===== src/rtl/robot_pkg.sv =====
// Shared types and constants for the robot-side wall follower and the world model.
package robot_pkg;

  typedef enum logic [2:0] {
    SEARCH    = 3'd0,
    FOLLOW    = 3'd1,
    TURN_LEFT = 3'd2,
    STEP      = 3'd3,
    ROT_RIGHT = 3'd4,
    REMOVING  = 3'd5,
    STOPPED   = 3'd6
  } state_t;

  localparam logic [1:0] DIR_NORTH = 2'b00;
  localparam logic [1:0] DIR_SOUTH = 2'b01;
  localparam logic [1:0] DIR_EAST  = 2'b10;
  localparam logic [1:0] DIR_WEST  = 2'b11;

  localparam logic [2:0] CELL_FREE   = 3'd0;
  localparam logic [2:0] CELL_WALL   = 3'd1;
  localparam logic [2:0] CELL_TRASH  = 3'd2;
  localparam logic [2:0] CELL_TARGET = 3'd7;

endpackage


===== src/rtl/wall_follower_ctrl.sv =====
// Left-hand wall follower with trash removal; halts on the target cell.
// Optional forward-step watchdog enabled by defining ROBOT_WATCHDOG_EN.
module wall_follower_ctrl
  import robot_pkg::*;
#(
  parameter int unsigned REMOVE_CYCLES    = 3,
  parameter int unsigned RIGHT_TURN_STEPS = 3,
  parameter int unsigned MAX_STEPS        = 400
) (
  input  logic clock,
  input  logic reset,
  input  logic head,
  input  logic left,
  input  logic under,
  input  logic barrier,
  output logic front,
  output logic turn,
  output logic remove
);

  localparam logic [1:0] RM_LAST  = 2'(REMOVE_CYCLES - 1);
  localparam logic [1:0] ROT_LAST = 2'(RIGHT_TURN_STEPS - 1);

  state_t     state_q, state_d;
  state_t     origin_q, origin_d;
  logic [1:0] rm_q, rm_d;
  logic [1:0] rot_q, rot_d;
  logic       front_d, turn_d, remove_d;

`ifdef ROBOT_WATCHDOG_EN
  localparam int unsigned SW = $clog2(MAX_STEPS + 1);
  localparam logic [SW-1:0] STEP_LIMIT = SW'(MAX_STEPS);
  logic [SW-1:0] steps_q, steps_d;
`endif

  always_comb begin
    state_d  = state_q;
    origin_d = origin_q;
    rm_d     = rm_q;
    rot_d    = rot_q;
    front_d  = 1'b0;
    turn_d   = 1'b0;
    remove_d = 1'b0;
    case (state_q)
      SEARCH, FOLLOW, STEP: begin
        if (under) begin
          state_d = STOPPED;
        end else if (barrier) begin
          state_d  = REMOVING;
          origin_d = (state_q == SEARCH) ? SEARCH : FOLLOW;
        end else if (state_q == SEARCH) begin
          if (left) begin
            state_d = FOLLOW;
          end else if (head) begin
            state_d  = ROT_RIGHT;
            origin_d = SEARCH;
          end else begin
            front_d = 1'b1;
          end
        end else if (state_q == FOLLOW) begin
          if (!left) begin
            state_d = TURN_LEFT;
          end else if (!head) begin
            front_d = 1'b1;
          end else begin
            state_d  = ROT_RIGHT;
            origin_d = FOLLOW;
          end
        end else begin
          front_d = !head;
          state_d = FOLLOW;
        end
      end
      TURN_LEFT: begin
        if (under) begin
          state_d = STOPPED;
        end else begin
          turn_d  = 1'b1;
          state_d = STEP;
        end
      end
      ROT_RIGHT: begin
        turn_d = 1'b1;
        if (rot_q == ROT_LAST) begin
          rot_d   = '0;
          state_d = origin_q;
        end else begin
          rot_d = rot_q + 2'd1;
        end
      end
      REMOVING: begin
        remove_d = 1'b1;
        if (rm_q == RM_LAST) begin
          rm_d    = '0;
          state_d = origin_q;
        end else begin
          rm_d = rm_q + 2'd1;
        end
      end
      STOPPED: begin
        state_d = STOPPED;
      end
      default: begin
        state_d = SEARCH;
      end
    endcase

`ifdef ROBOT_WATCHDOG_EN
    // The limiting front is still issued; only the following state is forced.
    steps_d = steps_q;
    if (front_d && steps_q != STEP_LIMIT) begin
      steps_d = steps_q + 1'b1;
      if (steps_d == STEP_LIMIT) state_d = STOPPED;
    end
`endif
  end

  always_ff @(posedge clock or negedge reset) begin
    if (!reset) begin
      state_q  <= SEARCH;
      origin_q <= SEARCH;
      rm_q     <= '0;
      rot_q    <= '0;
      front    <= 1'b0;
      turn     <= 1'b0;
      remove   <= 1'b0;
    end else begin
      state_q  <= state_d;
      origin_q <= origin_d;
      rm_q     <= rm_d;
      rot_q    <= rot_d;
      front    <= front_d;
      turn     <= turn_d;
      remove   <= remove_d;
    end
  end

`ifdef ROBOT_WATCHDOG_EN
  always_ff @(posedge clock or negedge reset) begin
    if (!reset) steps_q <= '0;
    else        steps_q <= steps_d;
  end
`endif

endmodule

===== config.mk =====
export PLATFORM = sky130hd
export DESIGN_NAME = wall_follower_ctrl
export DESIGN_NICKNAME = d
export VERILOG_FILES = /design/src/rtl/robot_pkg.sv /design/src/rtl/wall_follower_ctrl.sv
export SDC_FILE = /design/constraint.sdc
export NUM_CORES = 1
export LEC_CHECK = 0
export CAP_MARGIN = 10
export CELL_PAD_IN_SITES_DETAIL_PLACEMENT = 0
export CELL_PAD_IN_SITES_GLOBAL_PLACEMENT = 1
export CORE_MARGIN = 1.5
export CORE_UTILIZATION = 42
export DETAILED_ROUTE_END_ITERATION = 8
export PLACE_DENSITY = 0.87
export SYNTH_ARGS = -nofsm -noshare
export SYNTH_HDL_FRONTEND = slang
export SYNTH_SLANG_ARGS = --single-unit

===== constraint.sdc =====
create_clock -name clock -period 2 [get_ports clock]
set_input_delay 0.4 -clock clock [delete_from_list [all_inputs] [get_ports clock]]
set_output_delay 0.4 -clock clock [all_outputs]
set_load 0.005 [all_outputs]

==> key figures, run 1 <==
Clocking
  • Post-CTS Resized: 0
  • H-tree depth: 1
  • Hold_buf cts: 0
  • Clock sinks: 11
  • Clk pin slew, worst setup/hold paths: 0.07 ns
  • Clock insertion delay at the later pin of the skew report: 0.27 ns
  • Clock tree from TritonCTS: yes
  • Post-CTS Setup Inserts: 0
  • Master cell of the clock root buffer: sky130_fd_sc_hd__clkbuf_4
  • Max Buffers Root-to-Sink: 2
  • Total clock buffers created by CTS: 3

Synthesis
  • Synth Register Bits: 11
  • Number of instances in the synthesized netlist: 67
  • Synthesized area: 643 um2
  • Post-synthesis area per instance: 9.60 um2
  • Total nets after synthesis: 73
  • Part of the Yosys area used for sequential elements: 0.428
  • Count of distinct cell types in the synthesized netlist: 33
  • Synthesis warning total: 0

Critical path
  • Kind of start point of the critical path: input pin
  • Kind of critical path: in2reg
  • Critical path peak fanout: 7
  • Crit path capture type: flip-flop
  • CP required: 2.16 ns
  • CP Data Arrival Time: 1.67 ns

GRT
  • Overflow after GRT: 0
  • Vias in the first global route: 514
  • Maximum number of pins on one net before global-route repair: 16
  • Number of antenna violations at the first check in global routing: 0
  • Global-route wire length before repair: 2.14 mm
  • Total global routing track utilization: 0.163

Power and ir drop
  • Power dissipated by switching net loads: 0.000357 W
  • Total internal power: 0.000559 W
  • Leakage dissipation: 0.327 nW
  • Areal power density over the cells: 1220 nW/um2
  • Relative contribution of the clock network to total power: 0.163
  • VDD IR-drop max: 0.000679 V
  • Switching fraction of total power: 0.390
  • Share of total power in combinational logic: 0.361
  • Sequential cell fraction of total power: 0.476

Die
  • Horizontal die dimension: 42.1 um
  • Count of standard-cell rows: 13
  • Initial core utilization: 0.471
  • Die height: 42.1 um
  • Floorplan die area: 1770 um2
  • Core box area: 1370 um2
  • Count of pins on the block boundary: 9

Timing
  • Final clock period utilization by the worst path: 0.756
  • Post-layout minimum cycle time: 1.51 ns
  • Setup violators final: 0
  • Worst slew margin: 0.668
  • Worst Clk Skew: 0.00211 ns
  • Transition time at the pin with the least slew margin: 0.498 ns
  • Number of failing hold endpoints at the final stage: 0
  • Unrepaired setup endpoints after global routing: false
  • Final critical-path setup slack: 0.488 ns
  • Number of pins exceeding their max-slew limit in the final report: 0
  • Achievable clock frequency: 662 MHz
  • Total negative slack: 0 ns

Final layout
  • Area overhead of the layout relative to synthesis: 16.3%
  • Net count of the finished layout: 83
  • Layout fillers: 139
  • Area occupied by multi-input gates: 329 um2
  • Area taken by flip-flops and latches: 275 um2
  • Diode insertion count for antenna repair: 0
  • Share of post-route cells with drive strength above 1: 0.145

Placement
  • HPWL reported at the end of detailed placement: 908 um
  • GPL Wtd Cong: 0.827
  • Worst slack at placement: 0.198 ns
  • Count of input and output buffers: 8

Hold path
  • Type of the worst min-delay path: in2async

Route
  • Aggregate routed wire length: 1.24 mm
  • Post-DR wirelength/cell: 13.6 um
  • Detail-routed via count per cell: 5.60
  • DRT Pass-1 Iters: 2
  • Drc violations: 0
  • Starting DRT DRC Count: 11
  • Total vias in the final route: 510
  • Number of nets with antenna violations after routing: 0

Flow run
  • Number of max-cap violations: 0

Outcome
  • Outcome: completed
## registers in the layout, summed over array words and instances, names as in the netlist
signal	cells
rot_q	2
origin_q	1
state_q	3
front	1
turn	1
remove	1
rm_q	2
## cell usage after synthesis
cell	count	share of area
sky130_fd_sc_hd__dfrtp_1	11	0.43
sky130_fd_sc_hd__nor2_1	7	0.041
sky130_fd_sc_hd__nand2_1	5	0.029
sky130_fd_sc_hd__inv_1	4	0.023
sky130_fd_sc_hd__a21oi_1	3	0.023
sky130_fd_sc_hd__nand2b_1	3	0.029
sky130_fd_sc_hd__nor3_1	3	0.023
sky130_fd_sc_hd__o21ai_0	3	0.023
sky130_fd_sc_hd__buf_4	2	0.023
sky130_fd_sc_hd__o21ai_1	2	0.016
sky130_fd_sc_hd__xnor2_1	2	0.027
sky130_fd_sc_hd__a211o_1	1	0.014
sky130_fd_sc_hd__a211o_2	1	0.016
sky130_fd_sc_hd__a211oi_1	1	0.012
sky130_fd_sc_hd__a21bo_1	1	0.016
sky130_fd_sc_hd__a21boi_0	1	0.012
sky130_fd_sc_hd__a21o_1	1	0.012
sky130_fd_sc_hd__a221o_1	1	0.016
sky130_fd_sc_hd__a221oi_2	1	0.023
sky130_fd_sc_hd__a31oi_1	1	0.0097
sky130_fd_sc_hd__and2_2	1	0.012
sky130_fd_sc_hd__and4_1	1	0.014
sky130_fd_sc_hd__buf_2	1	0.0078
sky130_fd_sc_hd__inv_2	1	0.0058
sky130_fd_sc_hd__mux2_1	1	0.018
sky130_fd_sc_hd__mux2i_1	1	0.016
sky130_fd_sc_hd__nand3b_1	1	0.012
sky130_fd_sc_hd__nand4_1	1	0.0097
sky130_fd_sc_hd__nor3b_2	1	0.019
sky130_fd_sc_hd__nor4b_2	1	0.023
sky130_fd_sc_hd__o41ai_2	1	0.025
sky130_fd_sc_hd__or2_1	1	0.0097
sky130_fd_sc_hd__or2_4	1	0.014
## per-stage QoR
stage	total power, W	utilization	hold WS [ns]	instances	cell area [um2]
after detailed placement	0.000776	0.528	0.500	87	722
after global placement	0.000760	0.528	0.491	87	722
final	0.000915	0.548	0.459	91	748
after CTS	0.000929	0.548	0.470	91	748
after floorplan	0.000682	-	0.104	67	643
after global routing	0.000997	0.548	0.491	91	748
## area by class of cell
class / instances / area share
multi-input combinational: 48 / 0.440
sequential: 11 / 0.368
timing repair buffer: 8 / 0.107
clock buffer: 4 / 0.0351
inverter: 5 / 0.0251
tap: 15 / 0.0251
## power groups by stage
stage / Clock, W / Sequential, W / Combinational, W
after floorplan: 0 / 0.000355 / 0.000327
after global routing: 0.000168 / 0.000452 / 0.000377
after detailed placement: 0 / 0.000441 / 0.000335
after CTS: 0.000156 / 0.000437 / 0.000336
final: 0.000149 / 0.000436 / 0.000330
after global placement: 0 / 0.000435 / 0.000325
## cells in the final DEF (no fill, tap or decap), types with 2 or more instances in the layout
cell type,synthesis,final
sky130_fd_sc_hd__inv_1,4,4
sky130_fd_sc_hd__clkbuf_4,0,3
sky130_fd_sc_hd__o21ai_1,2,2
sky130_fd_sc_hd__nor3_1,3,3
sky130_fd_sc_hd__a21oi_1,3,3
sky130_fd_sc_hd__nor2_1,7,7
sky130_fd_sc_hd__xnor2_1,2,2
sky130_fd_sc_hd__dfrtp_1,11,11
sky130_fd_sc_hd__o21ai_0,3,3
sky130_fd_sc_hd__nand2b_1,3,3
sky130_fd_sc_hd__clkdlybuf4s50_1,0,8
sky130_fd_sc_hd__nand2_1,5,5
## critical path, cell delays in order
cell	delay, ns
sky130_fd_sc_hd__clkdlybuf4s50_1	0.51
sky130_fd_sc_hd__or2_4	0.28
sky130_fd_sc_hd__a221o_1	0.32
sky130_fd_sc_hd__and4_1	0.15
## metal layers
| metal | share of wire | global-route usage | wire (um) |
|---|---|---|---|
| met1 | 0.48 | 0.198 | 593 |
| met2 | 0.48 | 0.259 | 593 |
| met3 | 0.044 | 0.0776 | 54 |
| met4 | 0 | 0.0438 | 0 |
| met5 | 0 | 0 | 0 |
## final timing paths
check / start / endpoint / slack (ns) / cells past startpoint
setup / recovery: barrier / origin_q[0] / 0.49 / 4
hold / removal: reset / remove / 0.46 / 1
setup reg to reg: state_q[0] / origin_q[0] / 0.57 / 3
hold reg to reg: rm_q[1] / rm_q[1] / 0.51 / 1
max in group asynchronous: reset / state_q[2] / 1.21 / 1
min in group clock: rm_q[1] / rm_q[1] / 0.51 / 1
## cells by family (layout without fill, tap and decap cells)
| family | Yosys count | count (layout) | synth area share |
|---|---|---|---|
| simple gates | 26 | 26 | 0.235 |
| compound gates | 18 | 18 | 0.216 |
| xor+xnor | 2 | 2 | 0.0272 |
| mux | 2 | 2 | 0.0331 |
| buf+inv | 8 | 17 | 0.0603 |
| flops | 11 | 11 | 0.428 |
(Power assumes the default switching activity.)
==> inputs of run 2 (changes only) <==
--- a/config.mk
+++ b/config.mk
@@ -9,9 +9,9 @@
 export CELL_PAD_IN_SITES_DETAIL_PLACEMENT = 0
 export CELL_PAD_IN_SITES_GLOBAL_PLACEMENT = 1
 export CORE_MARGIN = 1.5
-export CORE_UTILIZATION = 42
+export CORE_UTILIZATION = 39
 export DETAILED_ROUTE_END_ITERATION = 8
-export PLACE_DENSITY = 0.87
+export PLACE_DENSITY = 0.83
 export SYNTH_ARGS = -nofsm -noshare
 export SYNTH_HDL_FRONTEND = slang
 export SYNTH_SLANG_ARGS = --single-unit
==> constraint.sdc (replaced) <==
create_clock -name clock -period 1.5 [get_ports clock]
set_input_delay 0.3 -clock clock [delete_from_list [all_inputs] [get_ports clock]]
set_output_delay 0.3 -clock clock [all_outputs]
set_load 0.005 [all_outputs]
==> run 2 against run 1 <==
  * Critical path depth decreased by 3
  * Clock skew decreased by 0.00098 ns
  * Worst setup slack got worse by 0.38 ns
  * Design area increased by 7.4%
  * First-iteration DRC count decreased by 9.1%
  * Flip-flop and latch count unchanged
==> key figures, run 2 (same netlist as run 1, synthesis figures left out) <==
Outcome
  • Outcome: completed

Final layout
  • Register name with the most flops: state_q
  • Layout fillers: 152 (+9.4%)
  • Largest registers: state_q (3), rm_q (2), rot_q (2)
  • Net count of the finished layout: 90 (+8.4%)
  • Share of post-route cells with drive strength above 1: 0.229 (+0.0842)
  • Most common cell after layout, fill and taps aside: sky130_fd_sc_hd__dfrtp_1
  • Most frequent cells in the layout: sky130_fd_sc_hd__dfrtp_1 (11), sky130_fd_sc_hd__clkdlybuf4s50_1 (8), sky130_fd_sc_hd__nor2_1 (7), sky130_fd_sc_hd__buf_4 (7), sky130_fd_sc_hd__nand2_1 (5)
  • Max FFs per register: 3 (unchanged)
  • Area overhead of the layout relative to synthesis: 24.9%
  • Area occupied by multi-input gates: 329 um2 (unchanged)
  • Final non-filler cell total: 99 (+8.8%)
  • Diode insertion count for antenna repair: 0 (unchanged)
  • Area taken by flip-flops and latches: 275 um2 (unchanged)

GRT
  • Number of antenna violations at the first check in global routing: 0 (unchanged)
  • Global-route wire length before repair: 2.25 mm (+5.1%)
  • Total global routing track utilization: 0.168 (+0.00517)
  • Vias in the first global route: 493 (-4.1%)
  • Maximum number of pins on one net before global-route repair: 14 (-2)
  • Overflow after GRT: 0 (unchanged)

Clocking
  • Total clock buffers created by CTS: 3 (unchanged)
  • Post-CTS Resized: 0 (unchanged)
  • Clock tree from TritonCTS: yes
  • Hold_buf cts: 0 (unchanged)
  • Master cell of the clock root buffer: sky130_fd_sc_hd__clkbuf_4
  • Clock insertion delay at the later pin of the skew report: 0.28 ns (about the same)
  • Max Buffers Root-to-Sink: 2 (unchanged)
  • Post-CTS Setup Inserts: 0 (unchanged)
  • Clock sinks: 11 (unchanged)
  • H-tree depth: 1 (unchanged)
  • Clk pin slew, worst setup/hold paths: 0.08 ns (about the same)

Route
  • Post-DR wirelength/cell: 13.1 um (-3.9%)
  • Detail-routed via count per cell: 5.28 (-5.7%)
  • Starting DRT DRC Count: 10 (-1)
  • Total met2 wirelength after detailed routing: 594 um (+0.17%)
  • Total vias in the final route: 523 (+2.5%)
  • Aggregate routed wire length: 1.30 mm (+4.6%)
  • Drc violations: 0 (unchanged)
  • Number of nets with antenna violations after routing: 0 (unchanged)
  • Highest metal layer with signal wires: met4
  • DRT Pass-1 Iters: 4 (+2)
  • Wire length on met1: 630 um (+6.2%)
  • Wire length on met3: 53 um (-1.9%)

Timing
  • Number of failing hold endpoints at the final stage: 0 (unchanged)
  • Unrepaired setup endpoints after global routing: false
  • Number of pins exceeding their max-slew limit in the final report: 0 (unchanged)
  • Transition time at the pin with the least slew margin: 0.515 ns (+0.0165 ns)
  • Achievable clock frequency: 719 MHz
  • Total negative slack: 0 ns (unchanged)
  • Final clock period utilization by the worst path: 0.927
  • Worst-case hold slack: 0.361 ns (-0.0978 ns)
  • Worst Clk Skew: 0.00113 ns (-0.000981 ns)
  • Worst slew margin: 0.656 (-0.0121)
  • Post-layout minimum cycle time: 1.39 ns
  • Setup violators final: 0 (unchanged)

Critical path
  • Slowest cell delay on critical path: 0.49 ns (-0.02 ns)
  • Kind of start point of the critical path: flip-flop
  • Reg-to-reg startpoint: state_q[0]
  • Crit path capture type: primary output
  • Crit-path slowest cell: sky130_fd_sc_hd__clkdlybuf4s50_1
  • Critical path origin: remove
  • Worst path buffer plus inverter count: 1 (unchanged)
  • CP Data Arrival Time: 1.09 ns (-0.58 ns)
  • Critical register-to-register path endpoint: origin_q[0]
  • Largest delay contributor family on the critical path: buffers and inverters
  • Minimum setup slack among reg-to-reg paths: 0.15 ns (-0.42 ns)
  • Worst Reg2Reg Path Length in Cells: 3 (unchanged)
  • Kind of critical path: reg2out
  • Cell depth of the worst setup path: 1 (-3)
  • CP required: 1.20 ns (-0.96 ns)
  • End point of the critical path: remove
  • Critical path peak fanout: 1 (-6)
  • Critical-path cell list: clkdlybuf4s50_1

Die
  • Count of pins on the block boundary: 9 (unchanged)
  • Count of standard-cell rows: 14 (+1)
  • Core box area: 1520 um2 (+12%)
  • Floorplan die area: 1900 um2 (+7.1%)
  • Initial core utilization: 0.422 (-0.0487)
  • Horizontal die dimension: 43.6 um (+3.5%)
  • Die height: 43.6 um (+3.5%)

Placement
  • Count of input and output buffers: 8 (unchanged)
  • Cell total after placement: 95 (+9.2%)
  • HPWL reported at the end of detailed placement: 957 um (+5.4%)
  • GPL Wtd Cong: 0.847 (+2.4%)

Power and ir drop
  • VDD IR-drop max: 0.000938 V (+38%)
  • Areal power density over the cells: 1560 nW/um2 (+28%)
  • Leakage dissipation: 0.364 nW (+11%)

Flow run
  • Number of max-cap violations: 0 (unchanged)

Hold path
  • Type of the worst min-delay path: in2async
run 2: cell count changes in the layout (fill, tap and decap cells not counted):
cell                       change
sky130_fd_sc_hd__buf_4         +7
sky130_fd_sc_hd__clkinv_2      +1
sky130_fd_sc_hd__clkbuf_1      -1
run 2: how the worst min path moves through the flow:
| stage | startpoint | to | cells past startpoint |
|---|---|---|---|
| 6_report | reset | remove | 1 |
| 5_1_grt | reset | remove | 1 |
| 4_1_cts | reset | remove | 1 |
| 3_5_place_dp | rm_q[1] | rm_q[1] | 1 |
| 3_3_place_gp | rm_q[1] | rm_q[1] | 1 |
| 2_1_floorplan | reset | front | 0 |
run 2: layout make-up:
class                      instances  area share
clock buffer                       3      0.0280
sequential                        11       0.343
clock inverter                     1     0.00623
multi-input combinational         48       0.410
timing repair buffer              15       0.165
inverter                           5      0.0234
tap                               16      0.0249
run 2: report_power, final:
part / internal [W] / total [W] / switching, W
registers: 0.000402 / 0.000568 / 0.000167
logic: 0.000265 / 0.000478 / 0.000213
clock network: 0.0000989 / 0.000211 / 0.000112
total: 0.000765 / 0.00126 / 0.000492
run 2: worst register-to-register path, delay by kind of cell, from the launching register on:
kind | cells | cell delay, ns
DFF | 1 | 0.52
AOI/OAI and AO/OA | 1 | 0.33
and+or+nand+nor | 2 | 0.39
run 2: layer usage:
layer  up-vias  GRT usage
met5         -          0
met4         0     0.0727
met3         5     0.0750
met2         6      0.241
met1       246      0.219
li1        266          -
run 2: metrics by stage:
step,total power [W],util,setup WS [ns],cell area (um2)
2_1_floorplan,0.000909,-,0.319,643
3_3_place_gp,0.00104,0.509,-0.0643,776
3_5_place_dp,0.00105,0.509,-0.111,776
4_1_cts,0.00127,0.527,0.0922,803
5_1_grt,0.00136,0.527,0.0616,803
6_report,0.00126,0.527,0.109,803
==> inputs of run 3 (changes only) <==
--- a/config.mk
+++ b/config.mk
@@ -9,9 +9,10 @@
 export CELL_PAD_IN_SITES_DETAIL_PLACEMENT = 0
 export CELL_PAD_IN_SITES_GLOBAL_PLACEMENT = 1
 export CORE_MARGIN = 1.5
-export CORE_UTILIZATION = 39
+export CORE_UTILIZATION = 45
 export DETAILED_ROUTE_END_ITERATION = 8
-export PLACE_DENSITY = 0.83
+export DONT_BUFFER_PORTS = 1
+export PLACE_DENSITY = 0.82
 export SYNTH_ARGS = -nofsm -noshare
 export SYNTH_HDL_FRONTEND = slang
 export SYNTH_SLANG_ARGS = --single-unit
==> run 3 against run 2 <==
  * Clock skew barely moved
  * Flip-flop and latch count did not move
  * Sequential power hardly changed
  * Die area decreased by 12%
  * Register-to-register slack improved by 0.02 ns
  * Highest routed layer is now met3
  * Critical path type is now reg2reg
  * Utilization is 0.67 points lower
==> key figures, run 3 (same netlist as run 1, synthesis figures left out) <==
Critical path
  • Critical-path cell list: and2_2 -> a221o_1 -> and4_1
  • Kind of start point of the critical path: flip-flop
  • Reg-to-reg startpoint: state_q[0]
  • Worst Reg2Reg Path Length in Cells: 3 (unchanged)
  • Worst path buffer plus inverter count: 0 (-1)
  • Crit path capture type: flip-flop
  • Cell depth of the worst setup path: 3 (+2)
  • Critical path origin: state_q[0]
  • Critical path peak fanout: 12 (+11)
  • Largest delay contributor family on the critical path: flip-flops
  • CP Data Arrival Time: 1.49 ns (+0.40 ns)
  • Crit-path slowest cell: sky130_fd_sc_hd__dfrtp_1
  • Kind of critical path: reg2reg
  • Minimum setup slack among reg-to-reg paths: 0.17 ns (+0.02 ns)
  • Critical register-to-register path endpoint: origin_q[0]
  • CP required: 1.66 ns (+0.46 ns)
  • Slowest cell delay on critical path: 0.52 ns (+0.03 ns)
  • End point of the critical path: origin_q[0]

Route
  • Starting DRT DRC Count: 15 (+5)
  • Drc violations: 0 (unchanged)
  • Number of nets with antenna violations after routing: 0 (unchanged)
  • DRT Pass-1 Iters: 4 (unchanged)
  • Total vias in the final route: 473 (-9.6%)
  • Post-DR wirelength/cell: 13.1 um (+0.23%)
  • Detail-routed via count per cell: 5.56 (+5.3%)
  • Aggregate routed wire length: 1.12 mm (-14%)

Timing
  • Worst slew margin: 0.671 (+0.0151)
  • Final clock period utilization by the worst path: 0.885 (-0.0419)
  • Unrepaired setup endpoints after global routing: false
  • Transition time at the pin with the least slew margin: 0.492 ns (-0.0227 ns)
  • Worst Clk Skew: 0.00102 ns (-0.000109 ns)
  • Post-layout minimum cycle time: 1.33 ns (-0.0629 ns)
  • Achievable clock frequency: 753 MHz (+4.7%)
  • Number of failing hold endpoints at the final stage: 0 (unchanged)
  • Total negative slack: 0 ns (unchanged)
  • Number of pins exceeding their max-slew limit in the final report: 0 (unchanged)
  • Setup violators final: 0 (unchanged)

Clocking
  • Clock tree from TritonCTS: yes
  • Clock insertion delay at the later pin of the skew report: 0.26 ns (-0.02 ns)
  • H-tree depth: 1 (unchanged)
  • Clock sinks: 11 (unchanged)
  • Post-CTS Setup Inserts: 0 (unchanged)
  • Max Buffers Root-to-Sink: 2 (unchanged)
  • Clk pin slew, worst setup/hold paths: 0.07 ns (about the same)
  • Hold_buf cts: 1 (+1)
  • Post-CTS Resized: 0 (unchanged)
  • Total clock buffers created by CTS: 3 (unchanged)
  • Master cell of the clock root buffer: sky130_fd_sc_hd__clkbuf_4

Placement
  • GPL Wtd Cong: 0.735 (-13%)
  • Count of input and output buffers: 0 (-8)
  • HPWL reported at the end of detailed placement: 792 um (-17%)

Die
  • Count of standard-cell rows: 13 (-1)
  • Horizontal die dimension: 40.8 um (-6.4%)
  • Floorplan die area: 1670 um2 (-12%)
  • Count of pins on the block boundary: 9 (unchanged)
  • Die height: 40.8 um (-6.4%)
  • Initial core utilization: 0.488 (+0.0661)
  • Core box area: 1320 um2 (-14%)

Hold path
  • Type of the worst min-delay path: in2reg
  • Worst hold path startpoint: under

Power and ir drop
  • Sequential cell fraction of total power: 0.482 (+0.030)
  • Share of total power in combinational logic: 0.347 (-0.033)
  • Relative contribution of the clock network to total power: 0.171 (+0.003)
  • Switching fraction of total power: 0.392 (+0.000683)
  • Areal power density over the cells: 1720 nW/um2 (+9.6%)
  • Leakage dissipation: 0.306 nW (-16%)
  • Post-layout total power: 0.00118 W (-6.4%)
  • VDD IR-drop max: 0.000958 V (+2.1%)
  • Total internal power: 0.000715 W (-6.5%)
  • Power dissipated by switching net loads: 0.000461 W (-6.3%)

GRT
  • Overflow after GRT: 0 (unchanged)
  • Vias in the first global route: 394 (-20%)
  • Total global routing track utilization: 0.164 (-0.00422)
  • Global-route wire length before repair: 1.71 mm (-24%)
  • Number of antenna violations at the first check in global routing: 0 (unchanged)
  • Maximum number of pins on one net before global-route repair: 13 (-1)

Final layout
  • Most common cell after layout, fill and taps aside: sky130_fd_sc_hd__dfrtp_1
  • Area taken by flip-flops and latches: 275 um2 (unchanged)
  • Area overhead of the layout relative to synthesis: 6.61%
  • Layout fillers: 106 (-30%)
  • Largest registers: state_q (3), rm_q (2), rot_q (2)
  • Most frequent cells in the layout: sky130_fd_sc_hd__dfrtp_1 (11), sky130_fd_sc_hd__nor2_1 (7), sky130_fd_sc_hd__nand2_1 (5)
  • Share of post-route cells with drive strength above 1: 0.171 (-0.0575)
  • Net count of the finished layout: 77 (-14%)
  • Area occupied by multi-input gates: 329 um2 (unchanged)
  • Max FFs per register: 3 (unchanged)
  • Diode insertion count for antenna repair: 0 (unchanged)
  • Register name with the most flops: state_q

Flow run
  • Number of max-cap violations: 0 (unchanged)

Outcome
  • Outcome: completed
run 3: changes by cell type in the layout (fill, tap and decap cells not counted), sizes merged:
cell	previous run	this run
dlygate4sd3	0	1
clkdlybuf4s50	8	0
clkinv	1	0
buf	7	1
clkbuf	3	4
run 3: layer usage:
layer / track usage / routed length, um / vias to the layer above
li1: - / - / 243
met1: 0.230 / 571 / 217
met2: 0.215 / 485 / 13
met3: 0.0815 / 60 / 0
met4: 0.0500 / 0 / 0
met5: 0 / 0 / -
run 3: power by group through the flow:
stage,Combinational [W],Sequential [W],Clock (W)
3_3_place_gp,0.000389,0.000570,0
4_1_cts,0.000407,0.000565,0.000209
3_5_place_dp,0.000396,0.000571,0
2_1_floorplan,0.000436,0.000474,0
6_report,0.000408,0.000567,0.000201
5_1_grt,0.000452,0.000597,0.000224
run 3: worst reg2reg max path, delay by kind of cell, from the launching register on:
kind            cells  cell delay, ns
flops               1            0.52
compound gates      1            0.32
simple gates        2            0.38
run 3: worst min-delay path by stage:
| stage | slack [ns] | cells after the start | to |
|---|---|---|---|
| global placement | 0.005 | 0 | remove |
| detailed placement | 0.005 | 0 | remove |
| global route | 0.18 | 2 | state_q[1] |
| finish | 0.20 | 2 | state_q[1] |
| CTS | 0.19 | 2 | state_q[1] |
| floorplan | 0.004 | 0 | front |
run 3: layout make-up:
class | instances | area share
Tap cell | 15 | 0.0274
Inverter | 5 | 0.0274
Clock buffer | 4 | 0.0383
Sequential cell | 11 | 0.401
Timing Repair Buffer | 2 | 0.0255
Multi-Input combinational cell | 48 | 0.480
run 3: metrics by stage:
step / instance area, um2 / cells / setup slack [ns] / utilization / hold slack (ns)
after floorplan: 643 / 67 / 0.319 / - / 0.00441
after global placement: 649 / 80 / 0.171 / 0.493 / 0.00464
after detailed placement: 649 / 80 / 0.183 / 0.493 / 0.00463
after CTS: 686 / 85 / 0.172 / 0.520 / 0.193
after global routing: 686 / 85 / 0.119 / 0.520 / 0.185
final: 686 / 85 / 0.172 / 0.520 / 0.197
